**config.mk**
```make
export PLATFORM = sky130hd
export DESIGN_NAME = score_report_scheduler_flat
export DESIGN_NICKNAME = d
export VERILOG_FILES = /design/src/rtl/score_report_scheduler_pkg.sv /design/src/rtl/score_report_scheduler_if.sv /design/src/rtl/score_report_scheduler_rr_priority_pick.sv /design/src/rtl/score_report_scheduler.sv /design/src/flat_wrapper.sv
export SDC_FILE = /design/constraint.sdc
export NUM_CORES = 1
export LEC_CHECK = 0
export BUFFER_PORTS_ARGS = -buffer_cell sky130_fd_sc_hd__buf_2
export CELL_PAD_IN_SITES_DETAIL_PLACEMENT = 0
export CELL_PAD_IN_SITES_GLOBAL_PLACEMENT = 1
export CORE_MARGIN = 3
export CORE_UTILIZATION = 52
export CTS_CLUSTER_DIAMETER = 30
export DETAILED_ROUTE_END_ITERATION = 12
export PLACE_DENSITY = 0.87
export SLEW_MARGIN = 10
export SYNTH_ARGS = -nofsm -noshare
export SYNTH_HDL_FRONTEND = slang
export SYNTH_SLANG_ARGS = --single-unit
```
**constraint.sdc**
```tcl
create_clock -name clk -period 8.8 [get_ports clk]
set_input_delay 0.44 -clock clk [delete_from_list [all_inputs] [get_ports clk]]
set_output_delay 0.44 -clock clk [all_outputs]
set_load 0.02 [all_outputs]
```
**src/rtl/score_report_scheduler_pkg.sv**
```systemverilog
// Shared types for the score report scheduler: arbiter/classifier state encodings, counter width.
// Latency: n/a (types and constants only).
// Backpressure: n/a.
package score_report_pkg;

  typedef enum logic [1:0] {
    ARB_IDLE,
    ARB_ISSUE,
    ARB_WAIT
  } arb_state_t;

  typedef enum logic [1:0] {
    CLS_COLLECT,
    CLS_SCAN,
    CLS_EMIT
  } cls_state_t;

  localparam int DROP_COUNT_WIDTH = 16;

endpackage

```
**src/rtl/score_report_scheduler_if.sv**
```systemverilog
// Word interface to the shared serial debug transmitter (SPI/UART front end).
// Latency: n/a (wires only).
// Backpressure: tx_axiready low means the transmitter is busy; the master must not strobe tx_axiiv.
interface score_report_scheduler_if #(
  parameter int SCORE_WIDTH = 32
);
  logic                   tx_axiiv;
  logic [SCORE_WIDTH-1:0] tx_axiid;
  logic                   tx_axiready;

  modport master (output tx_axiiv, output tx_axiid, input tx_axiready);
  modport slave  (input tx_axiiv, input tx_axiid, output tx_axiready);
endinterface

```
**src/rtl/score_report_scheduler_rr_priority_pick.sv**
```systemverilog
// Round-robin pick: first set request bit at or after ptr, wrapping at NUM_FILTERS.
// Latency: combinational.
// Backpressure: none; any=0 when no request is set.
module rr_priority_pick #(
  parameter  int NUM_FILTERS = 4,
  localparam int IDX_W       = $clog2(NUM_FILTERS)
) (
  input  logic [NUM_FILTERS-1:0] req,
  input  logic [IDX_W-1:0]       ptr,
  output logic [IDX_W-1:0]       idx,
  output logic                   any
);

  // Walk offsets from farthest to nearest so the nearest set bit after ptr wins.
  always_comb begin
    idx = '0;
    any = 1'b0;
    for (int k = NUM_FILTERS - 1; k >= 0; k--) begin
      int j;
      j = int'(ptr) + k;
      if (j >= NUM_FILTERS) j = j - NUM_FILTERS;
      if (req[j]) begin
        idx = IDX_W'(j);
        any = 1'b1;
      end
    end
  end

endmodule

```
**src/rtl/score_report_scheduler.sv**
```systemverilog
// Latches matched-filter scores, shares one debug transmitter round-robin, and classifies each round by minimum score.
// Latency: word issued 2 cycles after its strobe when idle; class_valid NUM_FILTERS+1 cycles after a round completes.
// Backpressure: grants only while tx_axiready=1; re-strobing an unsent entry overwrites it (counted when SCORE_REPORT_DROP_COUNT_EN is defined).
module score_report_scheduler
  import score_report_pkg::*;
#(
  parameter  int NUM_FILTERS = 4,
  parameter  int SCORE_WIDTH = 32,
  localparam int IDX_W       = $clog2(NUM_FILTERS)
) (
  input  logic                               clk,
  input  logic                               rst,
  input  logic [NUM_FILTERS-1:0]             score_valid,
  input  logic [NUM_FILTERS*SCORE_WIDTH-1:0] score_data,
  score_report_scheduler_if.master           tx,
  output logic                               class_valid,
  output logic [IDX_W-1:0]                   class_idx,
  output logic                               class_tie,
  output logic [DROP_COUNT_WIDTH-1:0]        drop_count
);

  localparam logic [IDX_W-1:0] LAST_IDX = IDX_W'(NUM_FILTERS - 1);

  // capture state
  logic [SCORE_WIDTH-1:0] hold [NUM_FILTERS];
  logic [SCORE_WIDTH-1:0] rnd  [NUM_FILTERS];
  logic [NUM_FILTERS-1:0] pend;
  logic [NUM_FILTERS-1:0] seen;
  logic [NUM_FILTERS-1:0] clr_mask;

  // arbiter state
  arb_state_t             arb_state, arb_next;
  logic [IDX_W-1:0]       ptr;
  logic [IDX_W-1:0]       grant;
  logic [IDX_W-1:0]       pick_idx;
  logic                   pick_any;
  logic                   wait_first;
  logic                   issue;
  logic [SCORE_WIDTH-1:0] tx_dat_q;

  // classifier state
  cls_state_t             cls_state, cls_next;
  logic [SCORE_WIDTH-1:0] bank [NUM_FILTERS];
  logic [SCORE_WIDTH-1:0] best;
  logic [IDX_W-1:0]       best_idx;
  logic                   best_tie;
  logic [IDX_W-1:0]       scan_i;
  logic                   snap;

  assign snap = (cls_state == CLS_COLLECT) && (&seen);

  // Pending bit of the entry being sent is cleared; a same-cycle strobe re-sets it below.
  always_comb begin
    clr_mask = '0;
    if (issue) clr_mask[grant] = 1'b1;
  end

  // Score capture: hold feeds the transmitter, rnd feeds the next classification round.
  always_ff @(posedge clk) begin
    if (rst) begin
      pend <= '0;
      seen <= '0;
      for (int i = 0; i < NUM_FILTERS; i++) begin
        hold[i] <= '0;
        rnd[i]  <= '0;
      end
    end else begin
      pend <= (pend & ~clr_mask) | score_valid;
      seen <= (snap ? '0 : seen) | score_valid;
      for (int i = 0; i < NUM_FILTERS; i++) begin
        if (score_valid[i]) begin
          hold[i] <= score_data[i*SCORE_WIDTH +: SCORE_WIDTH];
          rnd[i]  <= score_data[i*SCORE_WIDTH +: SCORE_WIDTH];
        end
      end
    end
  end

  rr_priority_pick #(.NUM_FILTERS(NUM_FILTERS)) u_pick (
    .req (pend),
    .ptr (ptr),
    .idx (pick_idx),
    .any (pick_any)
  );

  // Arbiter state register.
  always_ff @(posedge clk) begin
    if (rst) arb_state <= ARB_IDLE;
    else     arb_state <= arb_next;
  end

  // Arbiter next state; ready in the first WAIT cycle is ignored since the transmitter has not yet reacted.
  always_comb begin
    arb_next = arb_state;
    case (arb_state)
      ARB_IDLE:  if (pick_any && tx.tx_axiready) arb_next = ARB_ISSUE;
      ARB_ISSUE: arb_next = ARB_WAIT;
      ARB_WAIT:  if (!wait_first && tx.tx_axiready) arb_next = ARB_IDLE;
      default:   arb_next = ARB_IDLE;
    endcase
  end

  // Arbiter outputs; the word is read live in ISSUE so a coinciding strobe still sends the old value.
  always_comb begin
    issue       = (arb_state == ARB_ISSUE);
    tx.tx_axiiv = issue;
    tx.tx_axiid = issue ? hold[grant] : tx_dat_q;
  end

  // Arbiter datapath: latch grant, advance pointer past it, keep the last sent word on the bus.
  always_ff @(posedge clk) begin
    if (rst) begin
      grant      <= '0;
      ptr        <= '0;
      wait_first <= 1'b0;
      tx_dat_q   <= '0;
    end else begin
      wait_first <= issue;
      if (arb_state == ARB_IDLE && arb_next == ARB_ISSUE) grant <= pick_idx;
      if (issue) begin
        tx_dat_q <= hold[grant];
        ptr      <= (grant == LAST_IDX) ? '0 : grant + 1'b1;
      end
    end
  end

  // Classifier state register.
  always_ff @(posedge clk) begin
    if (rst) cls_state <= CLS_COLLECT;
    else     cls_state <= cls_next;
  end

  // Classifier next state: collect a full round, scan entries 1..N-1, emit for one cycle.
  always_comb begin
    cls_next = cls_state;
    case (cls_state)
      CLS_COLLECT: if (&seen) cls_next = CLS_SCAN;
      CLS_SCAN:    if (scan_i == LAST_IDX) cls_next = CLS_EMIT;
      CLS_EMIT:    cls_next = CLS_COLLECT;
      default:     cls_next = CLS_COLLECT;
    endcase
  end

  // Classifier outputs are held at zero outside the emit cycle.
  always_comb begin
    class_valid = (cls_state == CLS_EMIT);
    class_idx   = (cls_state == CLS_EMIT) ? best_idx : '0;
    class_tie   = (cls_state == CLS_EMIT) && best_tie;
  end

  // Sequential argmin; only a strictly smaller score moves idx, so ties keep the lowest index.
  always_ff @(posedge clk) begin
    if (rst) begin
      best     <= '0;
      best_idx <= '0;
      best_tie <= 1'b0;
      scan_i   <= '0;
      for (int i = 0; i < NUM_FILTERS; i++) bank[i] <= '0;
    end else if (snap) begin
      for (int i = 0; i < NUM_FILTERS; i++) bank[i] <= rnd[i];
      best     <= rnd[0];
      best_idx <= '0;
      best_tie <= 1'b0;
      scan_i   <= IDX_W'(1);
    end else if (cls_state == CLS_SCAN) begin
      if (bank[scan_i] < best) begin
        best     <= bank[scan_i];
        best_idx <= scan_i;
        best_tie <= 1'b0;
      end else if (bank[scan_i] == best) begin
        best_tie <= 1'b1;
      end
      scan_i <= scan_i + 1'b1;
    end
  end

`ifdef SCORE_REPORT_DROP_COUNT_EN
  localparam int DCW1 = DROP_COUNT_WIDTH + 1;

  logic [NUM_FILTERS-1:0]      drops;
  logic [DROP_COUNT_WIDTH-1:0] drop_cnt_q;
  logic [DROP_COUNT_WIDTH:0]   drop_sum;

  // A strobe onto an unsent entry is a drop; the entry being sent this cycle is not lost.
  assign drops      = score_valid & pend & ~clr_mask;
  assign drop_sum   = {1'b0, drop_cnt_q} + DCW1'($countones(drops));
  assign drop_count = drop_cnt_q;

  // Saturating drop counter.
  always_ff @(posedge clk) begin
    if (rst)                           drop_cnt_q <= '0;
    else if (drop_sum[DROP_COUNT_WIDTH]) drop_cnt_q <= '1;
    else                               drop_cnt_q <= drop_sum[DROP_COUNT_WIDTH-1:0];
  end
`else
  assign drop_count = '0;
`endif

endmodule

```
**src/flat_wrapper.sv**
```systemverilog
// flat-port wrapper written by rule: the top's interface ports become plain ports
module score_report_scheduler_flat import score_report_pkg::*;
#(
  parameter  int NUM_FILTERS = 4,
  parameter  int SCORE_WIDTH = 32,
  localparam int IDX_W       = $clog2(NUM_FILTERS)
)
  (clk, rst, score_valid, score_data, class_valid, class_idx, class_tie, drop_count, tx_tx_axiiv, tx_tx_axiid, tx_tx_axiready);
  score_report_scheduler_if #(.SCORE_WIDTH(SCORE_WIDTH)) tx_i ();
  input  logic clk;
  input  logic rst;
  input  logic [NUM_FILTERS-1:0] score_valid;
  input  logic [NUM_FILTERS*SCORE_WIDTH-1:0] score_data;
  output logic class_valid;
  output logic [IDX_W-1:0] class_idx;
  output logic class_tie;
  output logic [DROP_COUNT_WIDTH-1:0] drop_count;
  output wire logic [$bits(tx_i.tx_axiiv)-1:0] tx_tx_axiiv;
  output wire logic [$bits(tx_i.tx_axiid)-1:0] tx_tx_axiid;
  input wire logic [$bits(tx_i.tx_axiready)-1:0] tx_tx_axiready;
  assign tx_tx_axiiv = tx_i.tx_axiiv;
  assign tx_tx_axiid = tx_i.tx_axiid;
  assign tx_i.tx_axiready = tx_tx_axiready;
  score_report_scheduler #(.NUM_FILTERS(NUM_FILTERS), .SCORE_WIDTH(SCORE_WIDTH)) u_core (.clk(clk), .rst(rst), .score_valid(score_valid), .score_data(score_data), .tx(tx_i), .class_valid(class_valid), .class_idx(class_idx), .class_tie(class_tie), .drop_count(drop_count));
endmodule
```
==> out/results.txt, run 1 <==
status: finished, final reports clean
DRT antenna net count: 0
initial antenna violation count: 0
CTS HTree Levels: 3
commonest cells after routing, fill and taps aside: 259 x and2_1, 256 x edfxtp_1, 170 x buf_2
DR pass1 iterations: 4
pwr dens: 253.6 mW/mm²
Hold Vio Cnt, Final: 0
Tmin final: 4.165 ns
Area Growth Syn to Fin: 22.27%
vias in the first global route: 10624
max cap viols: 0
CP endpoint kind: flop
Die Ht: 179.9 µm
Post-CTS Resized: 0
synth unique cells: 47
Worst Path Max Fanout: 33
final setup vio count: 0
Worst setup SP type: flop
largest area contributor in the netlist: edfxtp_1
Yosys warning count: 0
post-synthesis cell area: 0.01572 mm²
first-pass GRT wire length: 56.90 mm
clock skew: 0.02952 ns
drt via density: 5.514
routability cong.: 0.7838
post-synth top area share: 48.91%
nets: 1552
Setup CP Type: flop to flop
# DRC: 0
core area: 0.02972 mm²
worst path required time: 9.18 ns
detail-routed net length per standard cell: 19.74 µm
register area share after synthesis: 60.12%
CP peak stage delay: 0.73 ns
crit share post-route: 47.33%
Pwr Total: 4.874 mW
Peak Freq: 240.1 MHz
Most used DFF post-synth: edfxtp_1
fraction of registers with async set/reset: 0%
commonest non-fill, non-tap cell in the layout: and2_1
Mean Syn Cell Area: 13.10 µm²
# rows: 63
worst skew pair latency: 0.55 ns
cts bufs inserted: 72
die area: 0.03235 mm²
hold crit path type: primary input to flop
EDFF count, synth: 256
initial core utilization: 52.89%
setup TNS: 0 ns
worst-case vdd ir drop: 0.0001602 V
ant diodes: 0
Global Route Usage Sum: 22.10%
Mapped Cells: 1200
CP top delay family: simple AND/OR/NAND/NOR gates
largest net degree at the start of global routing: 95
CTS tree: built
share of layout cells above drive strength 1: 27.14%
max-slew violations: 0
actual slew at the worst max-slew pin: 1.067 ns
drt initial violations: 753
Root Buffer: clkbuf_16
post-DP HPWL: 22.25 mm
I/O Buffers: 171
Synth area leaders: edfxtp_1 49%, dfxtp_1 11%, and2_1 10%
clk buf depth: 3
Routed WL: 36.06 mm
Worst path slowest cell: nor2_4
DR vias: 10074
crit path buf inv count: 1
Clock Sinks: 344
Worst-path clk slew: 0.05 ns
Top Ports: 188
die width: 179.9 µm
CTS Hold Buffers Added: 0
worst path cell trace: buf_4, mux4_2, ha_1, and4_4, and3_4, a32oi_2, a31oi_4, nor2_4, o31ai_1
Seq cells post-synth: 344
slew margin rel.: 28.85%
postcts setup bufs: 0
RSZ-0062 raised after global routing: no
Critical Path AT: 4.55 ns
grt ovf: 0
Lkg Pwr: 7.602 nW
==> stage by stage <==
stage / util (%) / instance area [µm²] / cells / hold slack (ns) / setup slack [ns]
after detailed placement: 56.48 / 16780 / 1696 / 0.4396 / 4.226
after global routing: 64.67 / 19220 / 1827 / 0.1527 / 4.317
after global placement: 56.48 / 16780 / 1696 / 0.4329 / 4.418
after floorplan: - / 15770 / 1215 / 0.4262 / 4.555
after CTS: 64.65 / 19210 / 1827 / 0.1241 / 4.178
final: 64.67 / 19220 / 1827 / 0.1429 / 4.635
==> per-layer routing <==
layer	global-route usage, %	routed length (µm)	vias to the layer above
met1	29.38	15560	5012
li1	-	-	4687
met4	8.106	919	0
met5	0	0	-
met3	4.573	1967	66
met2	36.31	17610	309
==> worst paths after layout <==
| check | from | end | slack (ns) | cells past startpoint |
|---|---|---|---|---|
| setup / recovery | u_core.scan_i[0]$_SDFFE_PP0P_ | u_core.best[7]$_SDFFE_PP0P_ | 4.64 | 9 |
| hold / removal | score_valid[2] | u_core.pend[2]$_SDFF_PP0_ | 0.14 | 3 |
| setup reg to reg | u_core.scan_i[0]$_SDFFE_PP0P_ | u_core.best[7]$_SDFFE_PP0P_ | 4.64 | 9 |
| hold reg to reg | u_core.seen[2]$_SDFF_PP0_ | u_core.seen[2]$_SDFF_PP0_ | 0.46 | 1 |
==> state kept, by name, summed over array words and instances (netlist names), 4 cells and up, named ones only <==
name,flops
u_core.seen,4
u_core.best,32
u_core.pend,4
u_core.bank,128
u_core.hold,128
u_core.tx_dat_q,32
==> final cells by class <==
| class | instances | area [µm²] |
|---|---|---|
| Sequential cell | 344 | 9454 |
| Timing Repair Buffer | 184 | 955.9 |
| Inverter | 41 | 156.4 |
| Fill cell | 2205 | 10500 |
| Clock buffer | 86 | 1917 |
| Clock inverter | 45 | 513.0 |
| Tap cell | 390 | 488.0 |
| Multi-Input combinational cell | 737 | 5734 |
==> tightest hold or removal path, stage by stage <==
cell and delay (ns):
buf_2 0.10, nor2_1 0.04, nor2_1 0.07
==> cells in the mapped netlist (10+ instances only) <==
master and number:
ha_1 37, and2_1 259, a21oi_1 55, nand2_1 118
nor2_1 23, o31ai_1 31, edfxtp_1 256, mux4_2 64
clkbuf_1 51, buf_2 10, mux2i_1 32, inv_1 41
dfxtp_1 88, or4_1 32, buf_4 19
==> logic make-up after synthesis <==
group / share of synthesized area (%)
muxes: 11.28
other: 0.02386
adders and majority gates: 2.945
and+or+nand+nor: 17.04
DFF: 60.12
xor gates and xnor gates: 0.05573
AOI/OAI and AO/OA: 4.521
buffers and inverters: 4.020
==> power breakdown <==
group	switching [mW]	internal, mW
sequential	0.0578	1.84
clock	0.849	1.82
combinational	0.174	0.131
total	1.08	3.79
Note: power is estimated with default switching activity, not from simulation.
==> run 2, diff against run 1 <==
- CORE_UTILIZATION: 52 -> 48
- PLACE_DENSITY: 0.87 -> 0.81
- clock period: 8.8 -> 3.9 ns (I/O delays scaled with it)
==> run 2 against run 1 <==
Effect of this change: combinational power grew to 2.7 times the previous value; setup slack worse by 4.3 ns; non-clock buffer count is 146 higher; largest cell class unchanged.
==> out/results.txt, run 2 (synthesis gave the netlist of run 1 again) <==
CP peak stage delay: 0.71 ns
Area Growth Syn to Fin: 31.77%
crit path buf inv count: 1
Setup CP Type: flop to flop
top flop regs: u_core.bank (128), u_core.hold (128)
slew margin rel.: 29.61%
final setup vio count: 0
initial core utilization: 49.30%
met3 Usage GRT: 4.516%
status: finished, final reports clean
clk buf depth: 3
largest net degree at the start of global routing: 129
die width: 187.0 µm
Design Area, Final: 0.02071 mm²
HP Start: rst
grt ovf: 0
Cell Area, Placed: 0.01699 mm²
Hold Vio Cnt, Final: 0
routability cong.: 0.7872
cts bufs inserted: 72
first-pass GRT wire length: 61.13 mm
# rows: 65
Worst Path Max Fanout: 31
final core occ: 64.96%
max-slew violations: 0
worst path cell trace: buf_12, mux4_2, ha_1, and4_4, and3_4, a32oi_2, a31oi_4, nor2_4, o31ai_1
crit share post-route: 91.63%
busiest grt layer: met2
Lkg Pwr: 8.198 nW
Pwr Total: 11.00 mW
Top Ports: 188
Global Route Usage Sum: 22.29%
# DRC: 0
max cap viols: 0
initial antenna violation count: 0
Worst setup SP type: flop
post-DP HPWL: 23.36 mm
worst setup margin: 0.3263 ns
DRT antenna net count: 0
RSZ-0062 raised after global routing: no
Routed WL: 38.67 mm
met2 usage: 37.71%
commonest cells after routing, fill and taps aside: 259 x and2_1, 256 x edfxtp_1, 170 x buf_2
worst slack, placed: 0.3102 ns
worst-case vdd ir drop: 0.0003287 V
CP top delay family: simple AND/OR/NAND/NOR gates
nets: 1698
CP endpoint kind: flop
CP startpoint: u_core.scan_i[0]$_SDFFE_PP0P_
share of layout cells above drive strength 1: 25.30%
worst skew pair latency: 0.56 ns
Worst path slowest cell: nor2_4
Worst-path clk slew: 0.04 ns
detail-routed net length per standard cell: 19.14 µm
Crit Reg-Reg Startpoint: u_core.scan_i[0]$_SDFFE_PP0P_
Tmin final: 3.574 ns
Root Buffer: clkbuf_16
Clock Sinks: 344
drt via density: 5.212
I/O Buffers: 171
die area: 0.03495 mm²
drt initial violations: 669
Critical Path AT: 3.98 ns
actual slew at the worst max-slew pin: 1.056 ns
vias in the first global route: 11033
DR pass1 iterations: 5
CTS HTree Levels: 3
CTS tree: built
Die Ht: 187.0 µm
hold crit path type: primary input to flop
Fill cells: 2342
Placed Instances: 1754
commonest non-fill, non-tap cell in the layout: and2_1
DR vias: 10529
Peak Freq: 279.8 MHz
setup TNS: 0 ns
non-filler cells, final: 2020
Hold WS: 0.1737 ns
ant diodes: 0
core area: 0.03188 mm²
worst path required time: 4.31 ns
pwr dens: 531.0 mW/mm²
clock skew: 0.01517 ns
met1 usage: 29.22%
## run 2: cell count changes in the layout (fill, tap and decap cells not counted), sizes merged
cell / delta
buf: +13
bufinv: -2
clkbuf: -2
clkinvlp: +4
dlygate4sd3: +133
inv: +2
## run 2: worst paths after layout
kind,to,slack (ns),cells past startpoint
worst max-delay path,u_core.best[5]$_SDFFE_PP0P_,0.33,9
worst max register to register,u_core.best[5]$_SDFFE_PP0P_,0.33,9
worst min register to register,u_core.seen[1]$_SDFF_PP0_,0.45,1
worst min-delay path,u_core.tx_dat_q[28]$_SDFF_PP0_,0.17,2
## run 2: timing repair
action,4_1_cts,5_1_grt
gates resized for setup,0,0
endpoints found under the hold margin,133,0
hold buffers,133,0
buffers inserted,0,0
## run 2: cell type report
class                   count  area (µm²)  share of cell area (%)
flip-flops and latches    344        9454                   45.65
multi-input cells         737        5734                   27.69
repair buffers            330        2435                   11.76
clock buffers              84        1867                   9.013
well taps                 435       544.3                   2.628
clock inverters            49       519.2                   2.507
inverters                  41       157.7                  0.7612
## run 2: routing by layer
layer	up-vias	wire length, µm
met5	-	0
met4	0	872
met3	71	1961
met2	311	19320
met1	5166	16510
li1	4981	-
## run 2: worst register-to-register path: stages, from the launching register on
cell     delay, ns
dfxtp_2       0.47
buf_12        0.27
mux4_2        0.57
ha_1          0.34
and4_4        0.21
and3_4        0.18
a32oi_2       0.26
a31oi_4       0.27
nor2_4        0.72
o31ai_1       0.14
## run 2: power breakdown
group	internal (mW)	switching (mW)	total [mW]
Combinational	0.396	0.423	0.818
Clock	3.92	1.98	5.90
Sequential	4.16	0.123	4.28
==> run 3, diff against run 2 <==
- BUFFER_PORTS_ARGS: -buffer_cell sky130_fd_sc_hd__buf_2 -> -buffer_cell sky130_fd_sc_hd__clkbuf_2
==> run 3 against run 2 <==
Effect of this change: utilization is 0.94 points higher; first-iteration DRC count is 8.8% lower; via count is 1.5% higher; clock skew is 0.029 ns higher; die area stayed put; largest cell class unchanged.
==> out/results.txt, run 3 (synthesis gave the netlist of run 1 again) <==
status: finished, final reports clean
# rows: 65
top flop regs: u_core.bank (128), u_core.hold (128)
drt initial violations: 610
core area: 0.03188 mm²
post-DP HPWL: 23.61 mm
Psw: 2.736 mW
setup TNS: 0 ns
Fill cells: 2320
Clock Sinks: 344
die width: 187.0 µm
Hold WS: 0.09583 ns
crit share post-route: 92.76%
I/O Buffers: 171
Tmin final: 3.617 ns
Internal Power: 8.868 mW
Peak Freq: 276.4 MHz
ant diodes: 0
DRT antenna net count: 0
slew margin rel.: 28.03%
drt via density: 5.253
Setup CP Type: flop to flop
routability cong.: 0.7689
RSZ-0062 raised after global routing: no
postcts setup bufs: 0
worst skew pair latency: 0.59 ns
share of layout cells above drive strength 1: 26.45%
Worst Path Max Fanout: 19
pwr dens: 552.3 mW/mm²
cts bufs inserted: 78
hold crit path type: primary input to flop
first-pass GRT wire length: 62.36 mm
commonest cells after routing, fill and taps aside: 259 x and2_1, 256 x edfxtp_1, 170 x clkbuf_2
clk buf depth: 3
area of the multi-input gates: 0.005734 mm²
commonest non-fill, non-tap cell in the layout: and2_1
CP endpoint kind: flop
met2 usage: 38.37%
worst slack, placed: 0.3380 ns
die area: 0.03495 mm²
CTS HTree Levels: 3
nets: 1706
register area: 0.009454 mm²
detail-routed net length per standard cell: 19.39 µm
cell mode on critical path: buf_4
worst path cell trace: buf_4, mux4_2, ha_1, nand4_1, nor4_1, buf_4, o21ai_1, a31oi_4, buf_4, or4_1, o31ai_1
final core occ: 65.91%
grt ovf: 0
clock skew: 0.04431 ns
worst setup margin: 0.2825 ns
Hold Vio Cnt, Final: 0
worst-case vdd ir drop: 0.0003607 V
max-slew violations: 0
switching fraction of total power: 23.58%
Critical Path AT: 4.03 ns
Routed WL: 39.45 mm
busiest grt layer: met2
Root Buffer: clkbuf_16
Worst path slowest cell: dfxtp_2
initial antenna violation count: 0
part of the power in registers: 36.9%
Worst-path clk slew: 0.05 ns
met3 Usage GRT: 4.235%
met1 usage: 29.74%
Worst setup SP type: flop
Lkg Pwr: 8.337 nW
Area Growth Syn to Fin: 33.68%
CTS Hold Buffers Added: 133
DR vias: 10684
DR pass1 iterations: 5
clock power share: 56.0%
# DRC: 0
max cap viols: 0
vias in the first global route: 11362
Design Area, Final: 0.02101 mm²
Cell Area, Placed: 0.01701 mm²
CP peak stage delay: 0.54 ns
Global Route Usage Sum: 22.70%
actual slew at the worst max-slew pin: 1.080 ns
Die Ht: 187.0 µm
largest net degree at the start of global routing: 83
worst path required time: 4.31 ns
Post-CTS Resized: 0
CTS tree: built
initial core utilization: 49.30%
Top Ports: 188
final setup vio count: 0
Reg2Reg Setup Slack: 0.28 ns
combinational share of power: 7.1%
==> run 3: metrics by stage <==
stage / instances / power (mW)
floorplan: 1215 / 4.775
global placement: 1756 / 5.042
detailed placement: 1756 / 5.061
CTS: 2034 / 11.69
global route: 2034 / 12.00
finish: 2034 / 11.60
==> run 3: final cells by class <==
class                   instances  share of cell area (%)
clock inverters                54                   3.049
clock buffers                  91                   9.665
well taps                     435                   2.590
repair buffers                332                   11.66
inverters                      41                  0.7503
multi-input cells             737                   27.29
flip-flops and latches        344                   44.99
==> run 3: path summary, 6_finish.rpt <==
path	cells past startpoint	to	from
min reg2reg	2	u_core.tx_dat_q[0]$_SDFF_PP0_	u_core.tx_dat_q[0]$_SDFF_PP0_
max	11	u_core.best[29]$_SDFFE_PP0P_	u_core.scan_i[0]$_SDFFE_PP0P_
max reg2reg	11	u_core.best[29]$_SDFFE_PP0P_	u_core.scan_i[0]$_SDFFE_PP0P_
min	2	u_core.tx_dat_q[23]$_SDFF_PP0_	rst
==> run 3: power by group through the flow <==
stage	Combinational (mW)	Clock [mW]	Sequential [mW]
after floorplan	0.499	0	4.28
after global placement	0.703	0	4.34
after detailed placement	0.712	0	4.35
after CTS	0.823	6.58	4.29
after global routing	0.898	6.79	4.31
final	0.820	6.50	4.29
==> run 3: per-layer routing <==
layer | vias to the layer above | part of all wire (%)
met3 | 65 | 5.5
met5 | - | 0
met4 | 0 | 2.6
li1 | 5003 | -
met2 | 354 | 50
met1 | 5262 | 42
==> run 3: worst max-delay path: cells and delay by family (launching register included) <==
| family | cells | cell delay [ns] |
|---|---|---|
| AOI/OAI and AO/OA | 3 | 0.71 |
| buffers and inverters | 3 | 0.70 |
| and+or+nand+nor | 3 | 0.66 |
| DFF | 1 | 0.54 |
| muxes | 1 | 0.52 |
| adders and majority gates | 1 | 0.31 |
